--- src/rtl/byte_word_packer.sv ---
// byte_word_packer
//   Collects a stream of bytes into 32-bit words. Four accepted bytes form
//   one word. The word is presented on a valid/ready output port. While a
//   completed word waits on the output, the next word can still collect its
//   first three bytes.
//
// Parameters
//   BIG_ENDIAN : 0 -> the first byte of a group lands in m_data[7:0]
//                1 -> the first byte of a group lands in m_data[31:24]
//
// Ports
//   clk      in   1  rising-edge clock
//   rst_n    in   1  asynchronous active-low reset
//   clr      in   1  synchronous discard of the partially assembled word
//   s_data   in   8  incoming byte
//   s_valid  in   1  s_data is valid
//   s_ready  out  1  a byte can be accepted this cycle
//   m_data   out 32  assembled word
//   m_valid  out  1  m_data holds a complete word
//   m_ready  in   1  consumer takes m_data this cycle
//   byte_cnt out  2  bytes currently held in the partial word (0-3)

module byte_word_packer #(
  parameter bit BIG_ENDIAN = 1'b0
) (
  input  logic        clk,
  input  logic        rst_n,
  input  logic        clr,
  input  logic [7:0]  s_data,
  input  logic        s_valid,
  output logic        s_ready,
  output logic [31:0] m_data,
  output logic        m_valid,
  input  logic        m_ready,
  output logic [1:0]  byte_cnt
);

  logic [31:0] partial;
  logic [31:0] merged;
  logic [1:0]  lane;
  logic        s_beat;
  logic        m_beat;
  logic        word_done;

  // Only the 4th byte needs the output register to be free. Bytes 1-3
  // go into the partial register, so they are always accepted. clr removes
  // a coincident byte from the beat. s_ready itself stays independent of clr.
  always_comb begin
    s_ready   = !((byte_cnt == 2'd3) && m_valid && !m_ready);
    s_beat    = s_valid && s_ready && !clr;
    m_beat    = m_valid && m_ready;
    word_done = s_beat && (byte_cnt == 2'd3);
    lane      = BIG_ENDIAN ? (2'd3 - byte_cnt) : byte_cnt;
    // The merged value includes the incoming byte. On the 4th byte this is
    // the complete word, which goes straight to the output register.
    merged    = partial;
    merged[{lane, 3'b000} +: 8] = s_data;
  end

  // Partial word and fill count. Lanes that were not written are don't-care.
  // A new group overwrites every lane before the group is used.
  always_ff @(posedge clk or negedge rst_n) begin
    if (!rst_n) begin
      partial  <= 32'h0000_0000;
      byte_cnt <= 2'd0;
    end else if (clr) begin
      byte_cnt <= 2'd0;
    end else if (s_beat) begin
      partial  <= merged;
      byte_cnt <= byte_cnt + 2'd1;
    end
  end

  // Output register. A load has priority over a handoff, so when a new word
  // completes on the same cycle the old word is taken, m_valid stays high.
  always_ff @(posedge clk or negedge rst_n) begin
    if (!rst_n) begin
      m_data  <= 32'h0000_0000;
      m_valid <= 1'b0;
    end else if (word_done) begin
      m_data  <= merged;
      m_valid <= 1'b1;
    end else if (m_beat) begin
      m_valid <= 1'b0;
    end
  end

endmodule

--- config.mk ---
export PLATFORM = sky130hd
export DESIGN_NAME = byte_word_packer
export DESIGN_NICKNAME = d
export VERILOG_FILES = /design/src/rtl/byte_word_packer.sv
export SDC_FILE = /design/constraint.sdc
export NUM_CORES = 1
export LEC_CHECK = 0
export BUFFER_PORTS_ARGS = -buffer_cell sky130_fd_sc_hd__buf_2
export CAP_MARGIN = 40
export CORE_MARGIN = 5
export CORE_UTILIZATION = 61
export CTS_CLUSTER_DIAMETER = 40
export CTS_CLUSTER_SIZE = 28
export DETAILED_ROUTE_END_ITERATION = 7
export PLACE_DENSITY = 0.85
export SETUP_SLACK_MARGIN = 0.1
export SLEW_MARGIN = 10
export SYNTH_ARGS = -nofsm -noshare
export SYNTH_HDL_FRONTEND = slang
export SYNTH_SLANG_ARGS = --single-unit
--- constraint.sdc ---
create_clock -name clk -period 3.6 [get_ports clk]
set_input_delay 0 -clock clk [delete_from_list [all_inputs] [get_ports clk]]
set_output_delay 0 -clock clk [all_outputs]
set_load 0.03 [all_outputs]
# Word level (Yosys, flattened, before mapping)
# Index checks and enable logic that the tools add are counted.
classes:
  n_addsub: 2
  n_eq_ne: 1
  shift: 2
  muxes: 5
  bitwise: 1
  n_reduce_logical: 12
ops:
  columns: ["op", "n"]
  rows:
  - ["$bwmux 32", 1]
  - ["$shift 8x7->32 const A", 1]
  - ["$shiftx 8x7->32", 1]
  - ["$neg 5->7", 1]
  - ["$logic_and 1x1->1", 6]
  - ["$mux 2", 2]
  - ["$reduce_bool 2->1", 2]
  - ["$logic_not 1->1", 3]
  - ["$add 2x1->2 const B", 1]
  - ["$eq 2x2->1 const B", 1]
  - ["$mux 1", 2]
  - ["$reduce_and 2->1", 1]
  - ["$not 1->1", 1]
word_totals:
  ff_bits: 67
  inputBits: 13
  out_inout_bits: 36
  elab_cells: 27

# Logic depth before layout (Yosys ltp)
# Gate-level depths: netlist of run 1.
logic_depth:
  depth_word: 8
  ltp_mapped: 6
  mapped_depth_nobuf: 5

# Worst setup path after synthesis of run 1
# OpenSTA, ideal clock, no wires.
synth_timing:
  path_type: "reg-to-reg"
  startpoint: "register byte_cnt[0]"
  endpoint: "register partial[1]"
  setup_time_ns: 0.066
  arrival_ns: 2.101
  t_required_ns: 3.534
  setup_slack_ns: 1.433
  path_stages_with_launch: 7
  synth_period_minus_slack_ns: 2.167
  path_cell_list: "dfrtp_1 inv_1 ha_1 and4bb_2 buf_4 nor3b_2 a22o_1"
synth_between:
  elab_chain_cells: 7
  elab_cells_between_ends: 11
  classes_between: "add/sub: 1; eq/ne: 1; shift: 2; mux: 1; reduce/logical: 6"
synth_lines:
  columns: ["element", "line", "source"]
  rows:
  - ["start: declaration", "35", "output logic [1:0] byte_cnt"]
  - ["start signal: assignment", "70", "byte_cnt <= byte_cnt + 2'd1;"]
  - ["parallel branches: the longest is 7 deep, another holds $neg 5->7", null, null]
  - ["end signal: assignment", "69", "partial <= merged;"]
  - ["end: declaration", "38", "logic [31:0] partial;"]
# Parallel ways; which one is timed is not known.
# A chain may end at the register's enable or synchronous reset.

# Worst setup path in the final report of run 1
layout_timing:
  startpoint: "register byte_cnt[0]"
  endpoint: "register byte_cnt[1]"
layout_between:
  elab_chain_cells: 7
  elab_cells_between_ends: 10
  classes_between: "add/sub: 1; eq/ne: 1; mux: 2; reduce/logical: 6"
layout_lines:
  columns: ["element", "line", "source"]
  rows:
  - ["$eq 2x2->1", "49", "s_ready = !((byte_cnt == 2'd3) && m_valid && !m_ready);"]
  - ["$logic_and 1x1->1 (2 in series)", "49", null]
  - ["$logic_not 1->1", "49", null]
  - ["$logic_and 1x1->1 (2 in series)", "50", "s_beat = s_valid && s_ready && !clr;"]
  - ["$reduce_bool 2->1 (no line)", null, null]
# Several ways; a longest one is shown, not always the timed one. The select of a mux whose other input is x is not followed.

==> run_results.csv, run 1 <==
group,metric,value,unit
outcome,status,"finished clean",
final_layout,final_nets,357,
worst_setup_path,critPathKind,"reg2reg",
detailed_routing,drc,0,
final_layout,final_common_cell,"dfrtp_1",
sta,min_period_over_period,69.27,%
die,ios,49,
worst_setup_path,max_stage_delay,0.56,ns
clocking,cts.clk_slew.worst_paths,0.07,ns
detailed_routing,via_per_inst,6.087,
sta,fmax,401.0,MHz
sta,skew,0.008917,ns
clocking,htree_levels,3,
grt,grt_pass1_vias,2423,
final_layout,final_cell_area,0.003661,mm2
sta,worst_pin_slew,0.8124,ns
synth,synth.distinct_cells,34,
grt,grt-ovfl-total,0,
worst_setup_path,cp_num_buf_inv,2,
worst_setup_path,r2r_cells,6,
detailed_routing,post_drt_wl_per_cell,18.49,um
die,coreArea,0.005107,mm2
final_layout,final_core_utilization,71.68,%
place,placed_cell_area,0.003438,mm2
clocking,cts_tree,"yes",
final_layout,fill_cells,379,
synth,postSynthCellCount,300,
synth,syn_avg_cell_area,10.75,um2
detailed_routing,firstDrtPassIters,4,
sta,hold_viol,0,
worst_setup_path,crit_path_start_kind,"flop",
worst_setup_path,path_delay_family,"buffers and inverters",
clocking,postCtsSetupBuffers,0,
worst_setup_path,worst-path-stages,6,
synth,seq_area_frac_synth,51.98,%
synth,synth_top_cell_by_area,"dfrtp_1",
sta,max_slew_margin,45.68,%
run,drv_cap,0,
synth,syn_area,0.003226,mm2
worst_setup_path,cp.required,3.89,ns
detailed_routing,antenna_left,0,
min_path,min_path_type,"in2reg",
power_and_ir_drop,ir_drop,0.4161,mV
sta,drv_slew,0,
die,dieWidth,82.72,um
worst_setup_path,reg2reg_to,"byte_cnt[1]",
place,place.gp.congestion,0.9245,
sta,rsz0062_at_grt,"false",
clocking,cts_hold_buf,5,
min_path,hold_depth,2,
clocking,cts_resized,0,
worst_setup_path,r2r-start,"byte_cnt[0]",
place,dpl.hpwl,5.165,mm
detailed_routing,routed_wl,7.637,mm
sta,period_minus_slack,2.494,ns
detailed_routing,vias,2514,
sta,tns,0,ns
clocking,insertion_delay,0.35,ns
synth,synth_fp_nets,319,
final_layout,drive_gt1_share,20.70,%
detailed_routing,first_iter_violations,186,
grt,grt.total_usage,24.94,%
synth,yosysWarnings,0,
die,fp.dieH,82.72,um
place,dp_cells,392,
final_layout,final_cell_mix,"dfrtp_1, buf_2, o21ai_0, a22o_1, a21oi_1",
worst_setup_path,worstSetupEndpointType,"flop",
clocking,cts_buffer_depth,2,
worst_setup_path,rrSetupSlack,1.11,ns
synth,synth.area.top_cells,"dfrtp_1, a22o_1, o21ai_0",
clocking,numCtsBuffers,9,
place,port_buffers,48,
grt,grt_max_degree,36,
sta,final-setup-viol-count,0,
die,start_util,63.16,%
power_and_ir_drop,powerDensity,497.2,mW/mm2
worst_setup_path,arrival,2.78,ns
power_and_ir_drop,power.leakage,1.705,nW
synth,ys_seq_elements,67,
grt,grt_pass1_wl,12.46,mm
final_layout,area_growth,13.50,%
worst_setup_path,cp_cell_sequence,"ha_1, and3b_1, inv_1, a21o_1, a21oi_1, dlygate4sd3_1",
die,die_area,0.006842,mm2
clocking,root_buffer,"clkbuf_8",
worst_setup_path,cp-startpoint,"byte_cnt[0]",
final_layout,n_antenna_cell,0,
worst_setup_path,critPathSlowestCell,"dlygate4sd3_1",
worst_setup_path,crit_end,"byte_cnt[1]",
final_layout,fin_cells,413,
grt,antenna_found_initial,0,
clocking,clock-sinks,67,
worst_setup_path,crit_fanout,12,
die,num_rows,26,
synth,synth_top_area_share,51.98,%
[metrics by stage]
stage | worst slack (ns) | hold slack [ns] | total power, mW
after floorplan | 1.433 | -0.2956 | 1.161
after global placement | 1.219 | 0.07921 | 1.273
after detailed placement | 1.255 | 0.08914 | 1.282
after CTS | 1.147 | 0.01885 | 1.834
after global routing | 0.9802 | 0.02279 | 1.908
final | 1.106 | 0.03534 | 1.820
[state kept, by name, indices dropped and copies added (netlist names)]
register and count:
partial 32, m_valid 1, m_data 32, byte_cnt 2
[routing by layer]
metal  part of all wire [%]  vias up  track usage, %
met5                      0        -               0
li1                       -     1183               -
met4                    2.4        0           10.13
met2                     48       75           38.06
met3                    5.6       17           7.050
met1                     44     1239           33.59
[power breakdown]
group	switching (mW)	internal (mW)	total, mW
registers	0.0457	0.834	0.880
logic	0.260	0.133	0.393
clock network	0.261	0.286	0.547
[area by class of cell]
class	count	area, um2	share of cell area (%)
flip-flops and latches	67	1677	45.80
multi-input cells	196	1374	37.53
repair buffers	57	324.1	8.852
clock buffers	14	162.7	4.443
well taps	70	87.58	2.392
inverters	7	26.28	0.7177
clock inverters	2	10.01	0.2734
[synth_stat cells, drive strengths merged]
library cell / count
a32o: 3
nor2: 3
nor4bb: 1
or3b: 4
clkbuf: 19
and3b: 2
nand4: 4
and4b: 5
nor2b: 19
a31oi: 11
and4bb: 2
a21o: 1
nand3b: 8
nand2b: 14
nor3: 1
nand2: 3
a211o: 1
nor4: 1
ha: 6
a22o: 29
inv: 7
o32a: 4
o21ai: 38
buf: 11
a21oi: 29
nor3b: 2
dfrtp: 67
nand4b: 1
nand3: 2
nor4b: 2
[cells by family after synthesis]
kind of cell | Yosys count | synth area share [%]
AO/OA/AOI/OAI | 116 | 23.08
AND/OR/NAND/NOR | 74 | 17.18
flip-flops | 67 | 51.98
buffers and inverters | 37 | 5.430
adder cells (fa/ha/maj) | 6 | 2.327
[how the worst min path moves through the flow]
| stage | from | to | slack (ns) |
|---|---|---|---|
| 2_1_floorplan | rst_n | byte_cnt[0] | -0.30 |
| 3_3_place_gp | rst_n | m_data[11] | 0.08 |
| 3_5_place_dp | rst_n | m_data[11] | 0.09 |
| 4_1_cts | s_data[7] | partial[15] | 0.02 |
| 5_1_grt | s_data[2] | partial[10] | 0.02 |
| 6_report | s_data[7] | partial[15] | 0.04 |
No activity file was read; power rests on OpenSTA's default activity.
==> inputs of run 2 (changes only) <==
--- a/config.mk
+++ b/config.mk
@@ -8,11 +8,11 @@
 export BUFFER_PORTS_ARGS = -buffer_cell sky130_fd_sc_hd__buf_2
 export CAP_MARGIN = 40
 export CORE_MARGIN = 5
-export CORE_UTILIZATION = 61
+export CORE_UTILIZATION = 56
 export CTS_CLUSTER_DIAMETER = 40
 export CTS_CLUSTER_SIZE = 28
 export DETAILED_ROUTE_END_ITERATION = 7
-export PLACE_DENSITY = 0.85
+export PLACE_DENSITY = 0.79
 export SETUP_SLACK_MARGIN = 0.1
 export SLEW_MARGIN = 10
 export SYNTH_ARGS = -nofsm -noshare
==> constraint.sdc (replaced) <==
create_clock -name clk -period 2.3 [get_ports clk]
set_input_delay 0 -clock clk [delete_from_list [all_inputs] [get_ports clk]]
set_output_delay 0 -clock clk [all_outputs]
set_load 0.03 [all_outputs]
==> run 2 against run 1 <==
Final cell count rose by 1.7%. Sequential share of layout area fell by 1.2 points. Critical path type unchanged. Die area rose by 7.8%. Routed wire length rose by 2.9%. Power rose by 64%. Count of clock-buffer cells in the layout fell by 3. Final area rose by 2.6%.
==> run_results.csv, run 2 (synthesis results as in run 1) <==
group,metric,value,unit
grt,grt-ovfl-total,0,
final_layout,final_nets,365,
clocking,root_buffer,"clkbuf_8",
sta,hold_ws,0.02606,ns
die,num_rows,27,
place,dpl.hpwl,5.393,mm
grt,grt_pass1_vias,2607,
final_layout,n_antenna_cell,0,
power_and_ir_drop,power_frac_comb,21.5,%
clocking,htree_levels,3,
power_and_ir_drop,p_total,2.979,mW
sta,fmax,491.6,MHz
sta,tns,0,ns
sta,skew,0.006218,ns
final_layout,multi_input_area,0.001385,mm2
worst_setup_path,critPathKind,"reg2reg",
sta,period_minus_slack,2.034,ns
final_layout,seq_area,0.001677,mm2
power_and_ir_drop,seqPwrFrac,46.1,%
final_layout,final_core_utilization,67.82,%
detailed_routing,vias,2540,
sta,drv_slew,0,
min_path,min_path_type,"in2reg",
clocking,postCtsSetupBuffers,0,
worst_setup_path,worstSetupEndpointType,"flop",
worst_setup_path,cp.required,2.58,ns
sta,rsz0062_at_grt,"false",
sta,max_slew_margin,49.27,%
clocking,insertion_delay,0.34,ns
final_layout,final_common_cell,"dfrtp_1",
detailed_routing,post_drt_wl_per_cell,18.70,um
final_layout,final_cell_mix,"dfrtp_1, buf_2, o21ai_0, a22o_1, a21oi_1",
detailed_routing,first_iter_violations,184,
sta,min_period_over_period,88.44,%
die,start_util,58.22,%
final_layout,drive_gt1_share,23.56,%
place,placed_cell_area,0.003517,mm2
place,port_buffers,48,
final_layout,area_growth,16.49,%
place,place.gp.congestion,0.8980,
final_layout,reg_top3,"m_data: 32 flops, partial: 32 flops, byte_cnt: 2 flops",
grt,grt_max_degree,36,
die,die_area,0.007378,mm2
grt,grt.total_usage,23.27,%
sta,hold_viol,0,
die,ios,49,
die,coreArea,0.005540,mm2
outcome,status,"finished clean",
detailed_routing,via_per_inst,6.048,
power_and_ir_drop,p_int,2.071,mW
clocking,clock-sinks,67,
clocking,numCtsBuffers,9,
worst_setup_path,arrival,2.31,ns
detailed_routing,firstDrtPassIters,4,
grt,grt_pass1_wl,13.30,mm
clocking,cts_tree,"yes",
worst_setup_path,crit_fanout,10,
die,dieWidth,85.90,um
clocking,cts.clk_slew.worst_paths,0.07,ns
die,fp.dieH,85.90,um
final_layout,fill_cells,441,
power_and_ir_drop,ir_drop,0.5312,mV
power_and_ir_drop,powerDensity,792.9,mW/mm2
detailed_routing,antenna_left,0,
grt,antenna_found_initial,0,
power_and_ir_drop,power.share.switching,30.47,%
clocking,cts_buffer_depth,2,
power_and_ir_drop,power.share.clock,32.4,%
power_and_ir_drop,power.leakage,1.759,nW
sta,worst_pin_slew,0.7610,ns
power_and_ir_drop,power.switching,0.9077,mW
worst_setup_path,crit_path_start_kind,"flop",
run,drv_cap,0,
detailed_routing,drc,0,
final_layout,final_cell_area,0.003757,mm2
detailed_routing,routed_wl,7.855,mm
sta,final-setup-viol-count,0,
[run 2: routing by layer]
metal | global-route usage [%] | routed length [um]
met5 | 0 | 0
met4 | 8.633 | 158
met3 | 7.301 | 538
met2 | 35.04 | 3716
met1 | 31.66 | 3442
[run 2: critical path: stages, from the launching register on]
cell      delay (ns)
dfrtp_1         0.43
inv_1           0.16
ha_1            0.27
buf_4           0.21
and4bb_2        0.24
nor3b_2         0.44
a22o_1          0.23
[run 2: final cells by class]
| class | count | area share, % |
|---|---|---|
| Clock buffer | 11 | 4.029 |
| Clock inverter | 2 | 0.9990 |
| Inverter | 7 | 0.6993 |
| Multi-Input combinational cell | 196 | 36.86 |
| Sequential cell | 67 | 44.62 |
| Tap cell | 72 | 2.398 |
| Timing Repair Buffer | 65 | 10.39 |
[run 2: path summary, 6_finish.rpt]
check / from / endpoint / cells after the start / slack [ns]
min in group asynchronous: rst_n / m_data[9] / 2 / 0.27
min reg2reg: partial[24] / partial[24] / 1 / 0.49
max: byte_cnt[0] / partial[3] / 6 / 0.27
min: s_data[7] / m_data[23] / 3 / 0.03
max reg2reg: byte_cnt[0] / partial[3] / 6 / 0.27
max in group asynchronous: rst_n / partial[7] / 3 / 1.39
[run 2: through the flow]
stage / worst slack (ns) / instances
final: 0.2660 / 420
after global routing: 0.1152 / 420
after CTS: 0.2017 / 420
after detailed placement: 0.2116 / 403
after global placement: 0.3369 / 403
after floorplan: 0.1332 / 300
[run 2: repair_timing]
| item | CTS | global route |
|---|---|---|
| endpoints found under the setup margin | 0 | 19 |
| endpoints found under the hold margin | 37 | 0 |
| hold buffers | 4 | 0 |
| resized for setup | 0 | 3 |
[run 2: power by group through the flow]
stage	clock, mW	combinational, mW	sequential (mW)
after floorplan	0	0.239	1.58
after global placement	0	0.622	1.39
after detailed placement	0	0.636	1.39
after CTS	0.992	0.643	1.37
final	0.965	0.640	1.37
after global routing	1.04	0.690	1.39
==> inputs of run 3 (changes only) <==
--- a/config.mk
+++ b/config.mk
@@ -9,9 +9,9 @@
 export CAP_MARGIN = 40
 export CORE_MARGIN = 5
 export CORE_UTILIZATION = 56
-export CTS_CLUSTER_DIAMETER = 40
 export CTS_CLUSTER_SIZE = 28
 export DETAILED_ROUTE_END_ITERATION = 7
+export MAX_ROUTING_LAYER = met4
 export PLACE_DENSITY = 0.79
 export SETUP_SLACK_MARGIN = 0.1
 export SLEW_MARGIN = 10
==> run 3 against run 2 <==
Die area is the same. Count of clock-buffer cells in the layout stayed put. Largest power group unchanged. Final area stayed put. Clock power grew 0.8%. Sequential share of layout area unchanged. Worst setup slack worse by 0.0048 ns. Flip-flop and latch count unchanged. Routed wire length down 0.19%. Clock skew grew 0.0012 ns. Register-to-register slack is essentially flat. Combinational power barely moved.
==> run_results.csv, run 3 (synthesis results as in run 1) <==
group,metric,value,unit
clocking,clock-sinks,67,
die,dieWidth,85.90,um
final_layout,multi_input_area,0.001385,mm2
sta,drv_slew,0,
die,coreArea,0.005540,mm2
final_layout,seq_area,0.001677,mm2
sta,skew,0.007384,ns
worst_setup_path,cp.required,2.58,ns
die,die_area,0.007378,mm2
grt,grt_max_degree,36,
clocking,htree_levels,3,
detailed_routing,firstDrtPassIters,5,
final_layout,reg_top3,"m_data: 32 flops, partial: 32 flops, byte_cnt: 2 flops",
die,start_util,58.22,%
power_and_ir_drop,powerDensity,794.8,mW/mm2
worst_setup_path,r2r_cells,6,
sta,period_minus_slack,2.039,ns
grt,grt_pass1_vias,2611,
outcome,status,"finished clean",
run,drv_cap,0,
detailed_routing,first_iter_violations,210,
sta,min_period_over_period,88.64,%
min_path,min_path_type,"in2reg",
worst_setup_path,arrival,2.32,ns
detailed_routing,antenna_left,0,
grt,grt_pass1_wl,13.29,mm
detailed_routing,post_drt_wl_per_cell,18.67,um
detailed_routing,via_per_inst,6.157,
final_layout,final_cell_area,0.003757,mm2
power_and_ir_drop,power.leakage,1.759,nW
clocking,cts_buffer_depth,2,
final_layout,final_common_cell,"dfrtp_1",
sta,final-setup-viol-count,0,
power_and_ir_drop,p_total,2.986,mW
min_path,hp-start,"s_data[7]",
place,port_buffers,48,
min_path,holdPathEnd,"m_data[23]",
final_layout,fill_cells,441,
place,dpl.hpwl,5.393,mm
worst_setup_path,reg2reg_to,"partial[3]",
min_path,hold_depth,3,
final_layout,final_cell_mix,"dfrtp_1, buf_2, o21ai_0, a22o_1, a21oi_1",
die,num_rows,27,
worst_setup_path,rrSetupSlack,0.26,ns
final_layout,fin_cells,420,
clocking,cts_tree,"yes",
die,fp.dieH,85.90,um
worst_setup_path,r2r-start,"byte_cnt[0]",
sta,max_slew_margin,49.77,%
clocking,cts.clk_slew.worst_paths,0.07,ns
final_layout,final_core_utilization,67.82,%
sta,worst_pin_slew,0.7534,ns
clocking,insertion_delay,0.34,ns
worst_setup_path,critPathKind,"reg2reg",
worst_setup_path,crit_fanout,10,
detailed_routing,vias,2586,
worst_setup_path,crit_path_start_kind,"flop",
worst_setup_path,worstSetupEndpointType,"flop",
sta,hold_viol,0,
final_layout,n_antenna_cell,0,
die,ios,49,
final_layout,drive_gt1_share,23.56,%
detailed_routing,routed_wl,7.840,mm
power_and_ir_drop,ir_drop,0.5335,mV
sta,fmax,490.5,MHz
clocking,numCtsBuffers,9,
grt,grt.total_usage,24.00,%
detailed_routing,drc,0,
final_layout,final_nets,365,
clocking,root_buffer,"clkbuf_8",
place,dp_cells,403,
final_layout,area_growth,16.49,%
sta,rsz0062_at_grt,"false",
grt,grt-ovfl-total,0,
place,place.gp.congestion,0.9133,
place,placed_cell_area,0.003517,mm2
grt,antenna_found_initial,0,
sta,tns,0,ns
run 3: cell counts in the layout (fill, tap and decap cells not counted):
Identical to the previous run, type by type.
run 3: per-stage QoR:
step                      setup slack, ns  hold slack, ns
after floorplan                    0.1332         -0.2956
after global placement             0.3369          0.1023
after detailed placement           0.2116          0.1022
after CTS                          0.2017         0.01270
after global routing               0.1150         0.01505
final                              0.2612         0.02088
run 3: timing repair:
| action | 4_1_cts | 5_1_grt |
|---|---|---|
| gates resized for setup | 0 | 3 |
| hold buffers | 4 | 0 |
| buffers inserted | 0 | 0 |
| hold endpoints to repair | 37 | 0 |
| setup endpoints to repair | 0 | 19 |
run 3: layer usage:
metal  share of wire (%)  global-route usage [%]  vias to the layer above
li1                    -                       -                     1189
met1                  43                   31.47                     1272
met2                  48                   35.11                      106
met3                 7.6                   7.012                       19
met4                 1.8                   9.496                        0
met5                   0                       -                        -
run 3: cell type report:
| cell class | count | share of cell area, % |
|---|---|---|
| Sequential cell | 67 | 44.62 |
| Multi-Input combinational cell | 196 | 36.86 |
| Inverter | 7 | 0.6993 |
| Tap cell | 72 | 2.398 |
| Clock buffer | 11 | 4.029 |
| Timing Repair Buffer | 65 | 10.39 |
| Clock inverter | 2 | 0.9990 |
run 3: power breakdown:
part           internal [mW]  switching, mW
sequential              1.31         0.0673
combinational          0.224          0.416
clock                  0.542          0.431
run 3: critical path: stages, from the launching register on:
cell and delay, ns:
dfrtp_1 0.43, inv_1 0.16, ha_1 0.27, buf_4 0.21, and4bb_2 0.24, nor3b_2 0.44, a22o_1 0.23
run 3: worst max path at each step:
stage                startpoint    endpoint  slack (ns)  cells past startpoint
finish              byte_cnt[0]  partial[3]        0.26                      6
global route        byte_cnt[0]  partial[3]        0.11                      6
global placement    byte_cnt[0]  partial[1]        0.34                      5
floorplan           byte_cnt[0]  partial[1]        0.13                      6
detailed placement  byte_cnt[0]  partial[1]        0.21                      5
CTS                 byte_cnt[0]  partial[3]        0.20                      5
